===== src/rtl/sprite_line_eval.sv =====
`default_nettype none
// sprite_line_eval: scans OAM once per line and writes up to VIEW_NUM intersecting
// sprites, then hidden filler entries, into the inactive bank of the view RAM.
module sprite_line_eval #(
  parameter int         OAM_NUM  = 64,
  parameter int         VIEW_NUM = 8,
  parameter int         TILE_H   = 8,
  parameter logic [7:0] HIDE_Y   = 8'hF0
) (
  input  logic        clk,
  input  logic        rstn,
  input  logic        lineStart_i,
  input  logic [7:0]  nextLineY_i,
  output logic [5:0]  oamAddr_o,
  input  logic [31:0] oamData_i,
  output logic        viewWe_o,
  output logic [3:0]  viewAddr_o,
  output logic [31:0] viewData_o,
  output logic        dispBank_o,
  output logic [3:0]  spriteCount_o,
  output logic        overflow_o,
  output logic        busy_o,
  output logic        late_o
);

  localparam logic [5:0] LAST_ADDR = 6'(OAM_NUM - 1);
  localparam logic [3:0] SLOT_FULL = 4'(VIEW_NUM);
  localparam logic [3:0] LAST_SLOT = 4'(VIEW_NUM - 1);
  localparam logic [7:0] TILE_H8   = 8'(TILE_H);

  typedef enum logic [1:0] {
    ST_IDLE = 2'd0,
    ST_SCAN = 2'd1,
    ST_FILL = 2'd2,
    ST_DONE = 2'd3
  } state_t;

  state_t      state_q, state_d;
  logic [7:0]  lineY_q, lineY_d;
  logic [3:0]  slot_q, slot_d;
  logic [3:0]  fill_q, fill_d;
  logic        ovf_q, ovf_d;
  logic        pend_q, pend_d;
  logic        pendLast_q, pendLast_d;
  logic [5:0]  oamAddr_q, oamAddr_d;
  logic        viewWe_q, viewWe_d;
  logic [3:0]  viewAddr_q, viewAddr_d;
  logic [31:0] viewData_q, viewData_d;
  logic        dispBank_q, dispBank_d;
  logic [3:0]  spriteCount_q, spriteCount_d;
  logic        overflow_q, overflow_d;
  logic        busy_q, busy_d;
  logic        late_q, late_d;

  logic [8:0]  diff;
  logic        hit;

  // A negative difference (borrow in bit 8) means the sprite starts below the line.
  assign diff = {1'b0, lineY_q} - {1'b0, oamData_i[23:16]};
  assign hit  = ~diff[8] && (diff[7:0] < TILE_H8);

  always_ff @(posedge clk) begin
    if (!rstn) begin
      state_q       <= ST_IDLE;
      lineY_q       <= 8'd0;
      slot_q        <= 4'd0;
      fill_q        <= 4'd0;
      ovf_q         <= 1'b0;
      pend_q        <= 1'b0;
      pendLast_q    <= 1'b0;
      oamAddr_q     <= 6'd0;
      viewWe_q      <= 1'b0;
      viewAddr_q    <= 4'd0;
      viewData_q    <= 32'd0;
      dispBank_q    <= 1'b0;
      spriteCount_q <= 4'd0;
      overflow_q    <= 1'b0;
      busy_q        <= 1'b0;
      late_q        <= 1'b0;
    end else begin
      state_q       <= state_d;
      lineY_q       <= lineY_d;
      slot_q        <= slot_d;
      fill_q        <= fill_d;
      ovf_q         <= ovf_d;
      pend_q        <= pend_d;
      pendLast_q    <= pendLast_d;
      oamAddr_q     <= oamAddr_d;
      viewWe_q      <= viewWe_d;
      viewAddr_q    <= viewAddr_d;
      viewData_q    <= viewData_d;
      dispBank_q    <= dispBank_d;
      spriteCount_q <= spriteCount_d;
      overflow_q    <= overflow_d;
      busy_q        <= busy_d;
      late_q        <= late_d;
    end
  end

  always_comb begin
    state_d       = state_q;
    lineY_d       = lineY_q;
    slot_d        = slot_q;
    fill_d        = fill_q;
    ovf_d         = ovf_q;
    pend_d        = pend_q;
    pendLast_d    = pendLast_q;
    oamAddr_d     = oamAddr_q;
    viewWe_d      = 1'b0;
    viewAddr_d    = viewAddr_q;
    viewData_d    = viewData_q;
    dispBank_d    = dispBank_q;
    spriteCount_d = spriteCount_q;
    overflow_d    = overflow_q;
    busy_d        = busy_q;
    late_d        = 1'b0;

    case (state_q)
      ST_IDLE: begin
      end

      ST_SCAN: begin
        // pend_q marks that oamData_i holds the entry addressed last cycle.
        oamAddr_d  = oamAddr_q + 6'd1;
        pend_d     = 1'b1;
        pendLast_d = (oamAddr_q == LAST_ADDR);
        if (pend_q) begin
          if (hit && (slot_q == SLOT_FULL)) begin
            ovf_d   = 1'b1;
            fill_d  = slot_q;
            state_d = ST_FILL;
          end else begin
            if (hit) begin
              viewWe_d   = 1'b1;
              viewAddr_d = {~dispBank_q, slot_q[2:0]};
              viewData_d = oamData_i;
              slot_d     = slot_q + 4'd1;
            end
            if (pendLast_q) begin
              fill_d  = slot_d;
              state_d = ST_FILL;
            end
          end
        end
      end

      ST_FILL: begin
        if (fill_q == SLOT_FULL) begin
          state_d = ST_DONE;
        end else begin
          viewWe_d   = 1'b1;
          viewAddr_d = {~dispBank_q, fill_q[2:0]};
          viewData_d = {8'h00, HIDE_Y, 16'h0000};
          fill_d     = fill_q + 4'd1;
          if (fill_q == LAST_SLOT) begin
            state_d = ST_DONE;
          end
        end
      end

      ST_DONE: begin
        spriteCount_d = slot_q;
        overflow_d    = ovf_q;
        busy_d        = 1'b0;
        state_d       = ST_IDLE;
      end

      default: begin
        state_d = ST_IDLE;
      end
    endcase

    // A new line always wins. Any write staged this cycle is dropped: after the
    // toggle its bank would be the one the renderers are reading.
    if (lineStart_i) begin
      late_d        = (state_q != ST_IDLE);
      viewWe_d      = 1'b0;
      viewAddr_d    = viewAddr_q;
      viewData_d    = viewData_q;
      spriteCount_d = spriteCount_q;
      overflow_d    = overflow_q;
      dispBank_d    = ~dispBank_q;
      lineY_d       = nextLineY_i;
      slot_d        = 4'd0;
      fill_d        = 4'd0;
      ovf_d         = 1'b0;
      pend_d        = 1'b0;
      pendLast_d    = 1'b0;
      oamAddr_d     = 6'd0;
      busy_d        = 1'b1;
      state_d       = ST_SCAN;
    end
  end

  assign oamAddr_o     = oamAddr_q;
  assign viewWe_o      = viewWe_q;
  assign viewAddr_o    = viewAddr_q;
  assign viewData_o    = viewData_q;
  assign dispBank_o    = dispBank_q;
  assign spriteCount_o = spriteCount_q;
  assign overflow_o    = overflow_q;
  assign busy_o        = busy_q;
  assign late_o        = late_q;

endmodule
`default_nettype wire


===== config.mk =====
export PLATFORM = sky130hd
export DESIGN_NAME = sprite_line_eval
export DESIGN_NICKNAME = d
export VERILOG_FILES = /design/src/rtl/sprite_line_eval.sv
export SDC_FILE = /design/constraint.sdc
export NUM_CORES = 1
export LEC_CHECK = 0
export BUFFER_PORTS_ARGS = -buffer_cell sky130_fd_sc_hd__buf_2
export CAP_MARGIN = 20
export CORE_MARGIN = 2
export CORE_UTILIZATION = 50
export DETAILED_ROUTE_END_ITERATION = 10
export GPL_TIMING_DRIVEN = 0
export PLACE_DENSITY = 0.85
export SYNTH_ARGS = -nofsm -noshare
export SYNTH_HDL_FRONTEND = slang
export SYNTH_SLANG_ARGS = --single-unit

===== constraint.sdc =====
create_clock -name clk -period 3.11 [get_ports clk]
set_input_delay 0 -clock clk [delete_from_list [all_inputs] [get_ports clk]]
set_output_delay 0 -clock clk [all_outputs]
set_load 0.1 [all_outputs]

; ---- Yosys cells after proc, flatten, opt, wreduce, memory -nomap -nowiden
; Index checks and enable logic that the tools add are counted.
[word_totals]
ramBits = 0
mem_count = 0
ff_bits = 72
rom_bits = 0
latch_bits = 0
out_inout_bits = 51
input_bits = 43
[classes]
n_reduce_logical = 16
n_addsub = 4
n_mux = 30
n_eq_ne = 16
n_mul = 0
n_lt_le_gt_ge = 1
n_div = 0
bitwise_logic = 5
shifts = 0
[ops]
columns = operator, count
row1 = two-way mux 32 bit, 4
row2 = one-hot mux 32 bit (2 select lines), 1
row3 = two-way mux 4 bit, 9
row4 = one-hot mux 4 bit (2 select lines), 2
row5 = AND reduction 4 bit, 3
row6 = two-way mux 2 bit, 5
row7 = "!= test 3 bit, second input constant", 3
row8 = subtractor 8 x 8 -> 9 bit, 1
row9 = "adder 4 x 1 -> 4 bit, second input constant", 2
row10 = "equality test 4 bit, second input constant", 2
row11 = "< comparator 8 x 4 -> 1 bit, second input constant", 1
row12 = "!= test 2 bit, second input constant", 4
row13 = "!= test 4 bit, second input constant", 2
row14 = two-way mux 1 bit, 7
row15 = "adder 6 x 1 -> 6 bit, second input constant", 1
row16 = "equality test 6 bit, second input constant", 1
row17 = one-hot mux 2 bit (3 select lines), 1
row18 = AND reduction 3 bit, 2
row19 = AND reduction 6 bit, 1
row20 = nonzero test 2 bit, 3
row21 = NOT 1 bit, 5
row22 = "equality test 2 bit, second input constant", 2
row23 = "equality test 4 x 3 -> 1 bit, second input constant", 1
row24 = AND reduction 2 bit, 2
row25 = 6 further kinds, 7

; ---- Longest topological paths before layout
[depth]
depth_word = 8
depth_mapped = 12

; ---- Worst setup path before layout
; No wires, ideal clock.
[synth_timing]
path_kind = register to register
start = reg lineY_q[3]
end = reg viewData_q[20], in the netlist viewData_o[20]
path_buffers = 2
slack_ps = 600
stages_incl_launch_ff = 12
required_ps = 2987
arrival_time_ps = 2387
cell_sequence = dfxtp_1 > ha_1 > o211ai_1 > nor2_1 > a221oi_2 > mux2i_1 > nor3_4 > a31o_4 > and2_4 > buf_12 > buf_12 > mux2i_1
[synth_between]
elab_chain_len = 6
elab_cells_between_ends = 8
[synth_lines]
columns = element, line_no
row1 = start: declaration, 39  ; logic [7:0] lineY_q, lineY_d;
row2 = start signal: assignment, 82  ; lineY_q <= lineY_d;
row3 = subtractor 8 x 8 -> 9 bit (*), 59  ; assign diff = {1'b0, lineY_q} - {1'b0, oamData_i[23:16]};
row4 = < comparator 8 x 4 -> 1 bit / NOT 1 bit (equally long branches), 60  ; assign hit = ~diff[8] && (diff[7:0] < TILE_H8);
row5 = logical AND 1 bit (*), 60
row6 = logical AND 1 bit, 128  ; if (hit && (slot_q == SLOT_FULL)) begin
row7 = != test 2 bit (no source line), n/a
row8 = AND reduction 6 bit (no source line) (*), n/a
row9 = end signal: assignment, 91  ; viewData_q <= viewData_d;
row10 = end: declaration, 48  ; logic [31:0] viewData_q, viewData_d;
; Mark *: on every way between the ends. The rest lies on a longest branch, timed or not.
; A chain may end at the register's enable or synchronous reset.

; ---- Worst setup path after layout
[layout_timing]
start = in oamData_i[21]
end = reg viewData_q[31], in the netlist viewData_o[31]
[layout_between]
elab_chain_len = 6
elab_cells_between_ends = 8
[layout_lines]
columns = element, line_no
row1 = start: declaration, 15  ; input logic [31:0] oamData_i,
row2 = subtractor 8 x 8 -> 9 bit (*), 59
row3 = < comparator 8 x 4 -> 1 bit / NOT 1 bit (equally long branches), 60
row4 = logical AND 1 bit (*), 60
row5 = logical AND 1 bit, 128
row6 = != test 2 bit (no source line), n/a
row7 = AND reduction 6 bit (no source line) (*), n/a
; Marked as above.

==> flow_metrics.env <==
export IMPL_fp_dieW_um=90.0
export IMPL_placed_area_sq_um=4280
export IMPL_wl_um=9690
export IMPL_crit_slowest_cell="dlygate4sd3_1"
export IMPL_ys_warn_count=0
export IMPL_core_area_sq_um=7210
export IMPL_synth_largest_area_cell="dfxtp_1"
export IMPL_grt_overflow_total=0
export IMPL_worst_path_buf_inv=5
export IMPL_cts_root_buf="clkbuf_8"
export IMPL_synth_main_ff_cell="dfxtp_1"
export IMPL_final_nets=605
export IMPL_p_per_area_nw_per_um2=510
export IMPL_leakagePower_uw=0.00215
export IMPL_yosysMostFrequentCell="dfxtp_1"
export IMPL_setup_violations=0
export IMPL_finalCritPeriodShare_pct=90.9
export IMPL_drc=0
export IMPL_syn_inst=402
export IMPL_crit_arrival_ns=3.09
export IMPL_worst_pin_slew_ns=0.556
export IMPL_ys_async_sr_fraction_pct=0
export IMPL_period_needed_ns=2.83
export IMPL_dp_cells=592
export IMPL_drv_slew=0
export IMPL_crit_top_cell="buf_12"
export IMPL_track_usage_pct=24.6
export IMPL_path_cells="dlygate4sd3_1 -> buf_2 -> inv_1 -> ha_1 -> or2_2 -> a211oi_1 -> nor2_1 -> nor3_4 -> a31o_4 -> and2_4 -> buf_12 -> buf_12 -> mux2i_1"
export IMPL_skew_ns=0.00721
export IMPL_path_clk_slew_ns=0.07
export IMPL_syn_area_per_cell_sq_um=9.20
export IMPL_critPathTopFamily="buffers and inverters"
export IMPL_ys_types=50
export IMPL_critPathMaxFanout=10
export IMPL_grt_max_degree=13
export IMPL_totalPowerFinal_uw=2490
export IMPL_die_h_um=90.0
export IMPL_ant_nets=0
export IMPL_grt_pass1_wl_um=16400
export IMPL_synth_top_area_share_pct=39.0
export IMPL_wl_per_cell_um=14.9
export IMPL_initial_core_util_pct=51.2
export IMPL_diodes=0
export IMPL_vias=3469
export IMPL_vias_per_cell=5.35
export IMPL_first_pass_iters=4
export IMPL_io_buffer_count=91
export IMPL_tns_ns=0
export IMPL_cp_start_kind="input pin"
export IMPL_nFillCells=567
export IMPL_cts_buffers=9
export IMPL_cp_required_ns=3.38
export IMPL_seq_area_frac_synth_pct=39.0
export IMPL_synthToLayoutAreaGrowth_pct=32.0
export IMPL_ys_ff_latch=72
export IMPL_stdcell_count=649
export IMPL_synthTopCellsByCount="dfxtp_1 (72), nand2_1 (50), mux2i_1 (48)"
export IMPL_postLayoutCoreUtil_pct=67.6
export IMPL_syn_num_nets=462
export IMPL_hpwl_um=6560
export IMPL_clock_latency_ns=0.34
export IMPL_dieArea_sq_um=8100
export IMPL_clockBufferDepth=2
export IMPL_rows=31
export IMPL_syn_area_sq_um=3700
export IMPL_synth_area_leaders="dfxtp_1 (39%), mux2i_1 (13%), ha_1 (5.8%)"
export IMPL_drive_gt1_share_pct=22.5
export IMPL_irDropWorstVdd_mv=0.257
export IMPL_cp_end_kind="flip-flop"
export IMPL_rsz0062_at_grt="no"
export IMPL_first_iter_violations=154
export IMPL_finalHoldViolations=0
export IMPL_finalWeightedCongestion=0.880
export IMPL_clock_sinks=72
export IMPL_cts_tree="yes"
export IMPL_criticalPathCategory="in -> reg"
export IMPL_cpPeakStageDelay_ns=0.54
export IMPL_slew_headroom_pct=62.9
export IMPL_antenna_found_initial=0
export IMPL_hold_path_class="in -> reg"
export IMPL_htree_levels=3
export IMPL_max_cap_violations=0
export IMPL_io_pins=94
export IMPL_status="complete, no violations"
export IMPL_fmax_ghz=0.354
export IMPL_grt_pass1_vias=3579
export IMPL_synth_edf_count=0
export IMPL_fin_area_sq_um=4880
cells in the final DEF (no fill, tap or decap), drive strengths merged, types with 3 or more instances in the layout:
cell type,netlist,layout
nor2b,20,20
nor2,21,21
nor3,7,7
or2,3,3
dfxtp,72,72
clkbuf,24,35
o211a,3,3
nand3,5,5
inv,18,18
and3,3,3
mux2i,48,48
clkinv,0,3
nand3b,28,28
xnor2,4,4
a31oi,3,3
nand4,4,4
dlygate4sd3,0,39
buf,4,97
ha,17,17
nand2,50,50
a21oi,18,18
o21ai,13,13
xor2,4,4
final timing paths:
check / start / to / slack (ns) / cells after the start
worst max-delay path: oamData_i[21] / viewData_o[31] / 0.28 / 13
worst max register to register: lineY_q[2] / viewData_o[31] / 0.31 / 11
worst min-delay path: oamData_i[23] / viewData_o[23] / 0.02 / 3
worst min register to register: viewAddr_o[3] / viewAddr_o[3] / 0.45 / 2
worst register-to-register path, stage by stage (launching register included):
cell and delay [ns]:
dfxtp_1 0.32, ha_1 0.31, a21oi_1 0.19, o21ai_1 0.17, a211oi_1 0.39, nor2_1 0.14, nor3_4 0.32, a31o_4 0.24
and2_4 0.15, buf_12 0.13, buf_12 0.14, mux2i_1 0.21
where the power goes:
group	switching, uW	total [uW]	internal, uW
Sequential	33.9	1010	974
Clock	349	740	391
Combinational	518	743	225
Total	901	2490	1590
logic make-up after synthesis:
logic type,Yosys count,share of synthesized area [%]
AOI/OAI and AO/OA,56,10.5
xor gates and xnor gates,8,2.10
and+or+nand+nor,154,22.9
buffers and inverters,46,6.43
muxes,49,13.3
adders and majority gates,17,5.75
DFF,72,39.0
registers in the layout, indices dropped and copies added, names as in the netlist:
register       cells
fill_q             4
pend_q             1
oamAddr_o          6
lineY_q            8
viewData_o        32
slot_q             4
viewWe_o           1
state_q            2
late_o             1
viewAddr_o         4
overflow_o         1
pendLast_q         1
busy_o             1
ovf_q              1
spriteCount_o      4
dispBank_o         1
layout make-up:
cell class,instances,area (sq um),share of cell area [%]
plain buffers,28,170,3.49
clock buffers,11,141,2.90
clock inverters,5,56.3,1.15
inverters,18,67.6,1.38
multi-input cells,284,2020,41.4
flip-flops and latches,72,1440,29.5
well taps,99,124,2.54
repair buffers,132,861,17.6
layer usage:
| metal | vias up | GRT usage [%] | routed length [um] |
|---|---|---|---|
| met4 | 0 | 10.8 | 289 |
| met3 | 25 | 5.20 | 661 |
| met1 | 1610 | 28.9 | 4100 |
| met2 | 149 | 43.3 | 4630 |
| met5 | - | 0 | 0 |
| li1 | 1685 | - | - |
metrics by stage:
stage                     hold slack [ns]  setup WS [ns]
after floorplan                     0.166          0.600
after global placement              0.257          0.330
after detailed placement            0.270          0.254
after CTS                         0.00489          0.206
after global routing               0.0391         0.0889
final                              0.0240          0.282
repair_timing:
item                       in CTS  in global routing
resized for setup               0                  0
hold buffers                   39                  0
setup buffers                   0                  2
hold endpoints to repair       39                  0
setup endpoints to repair       0                  3
Power figures use the tool's default switching activity.
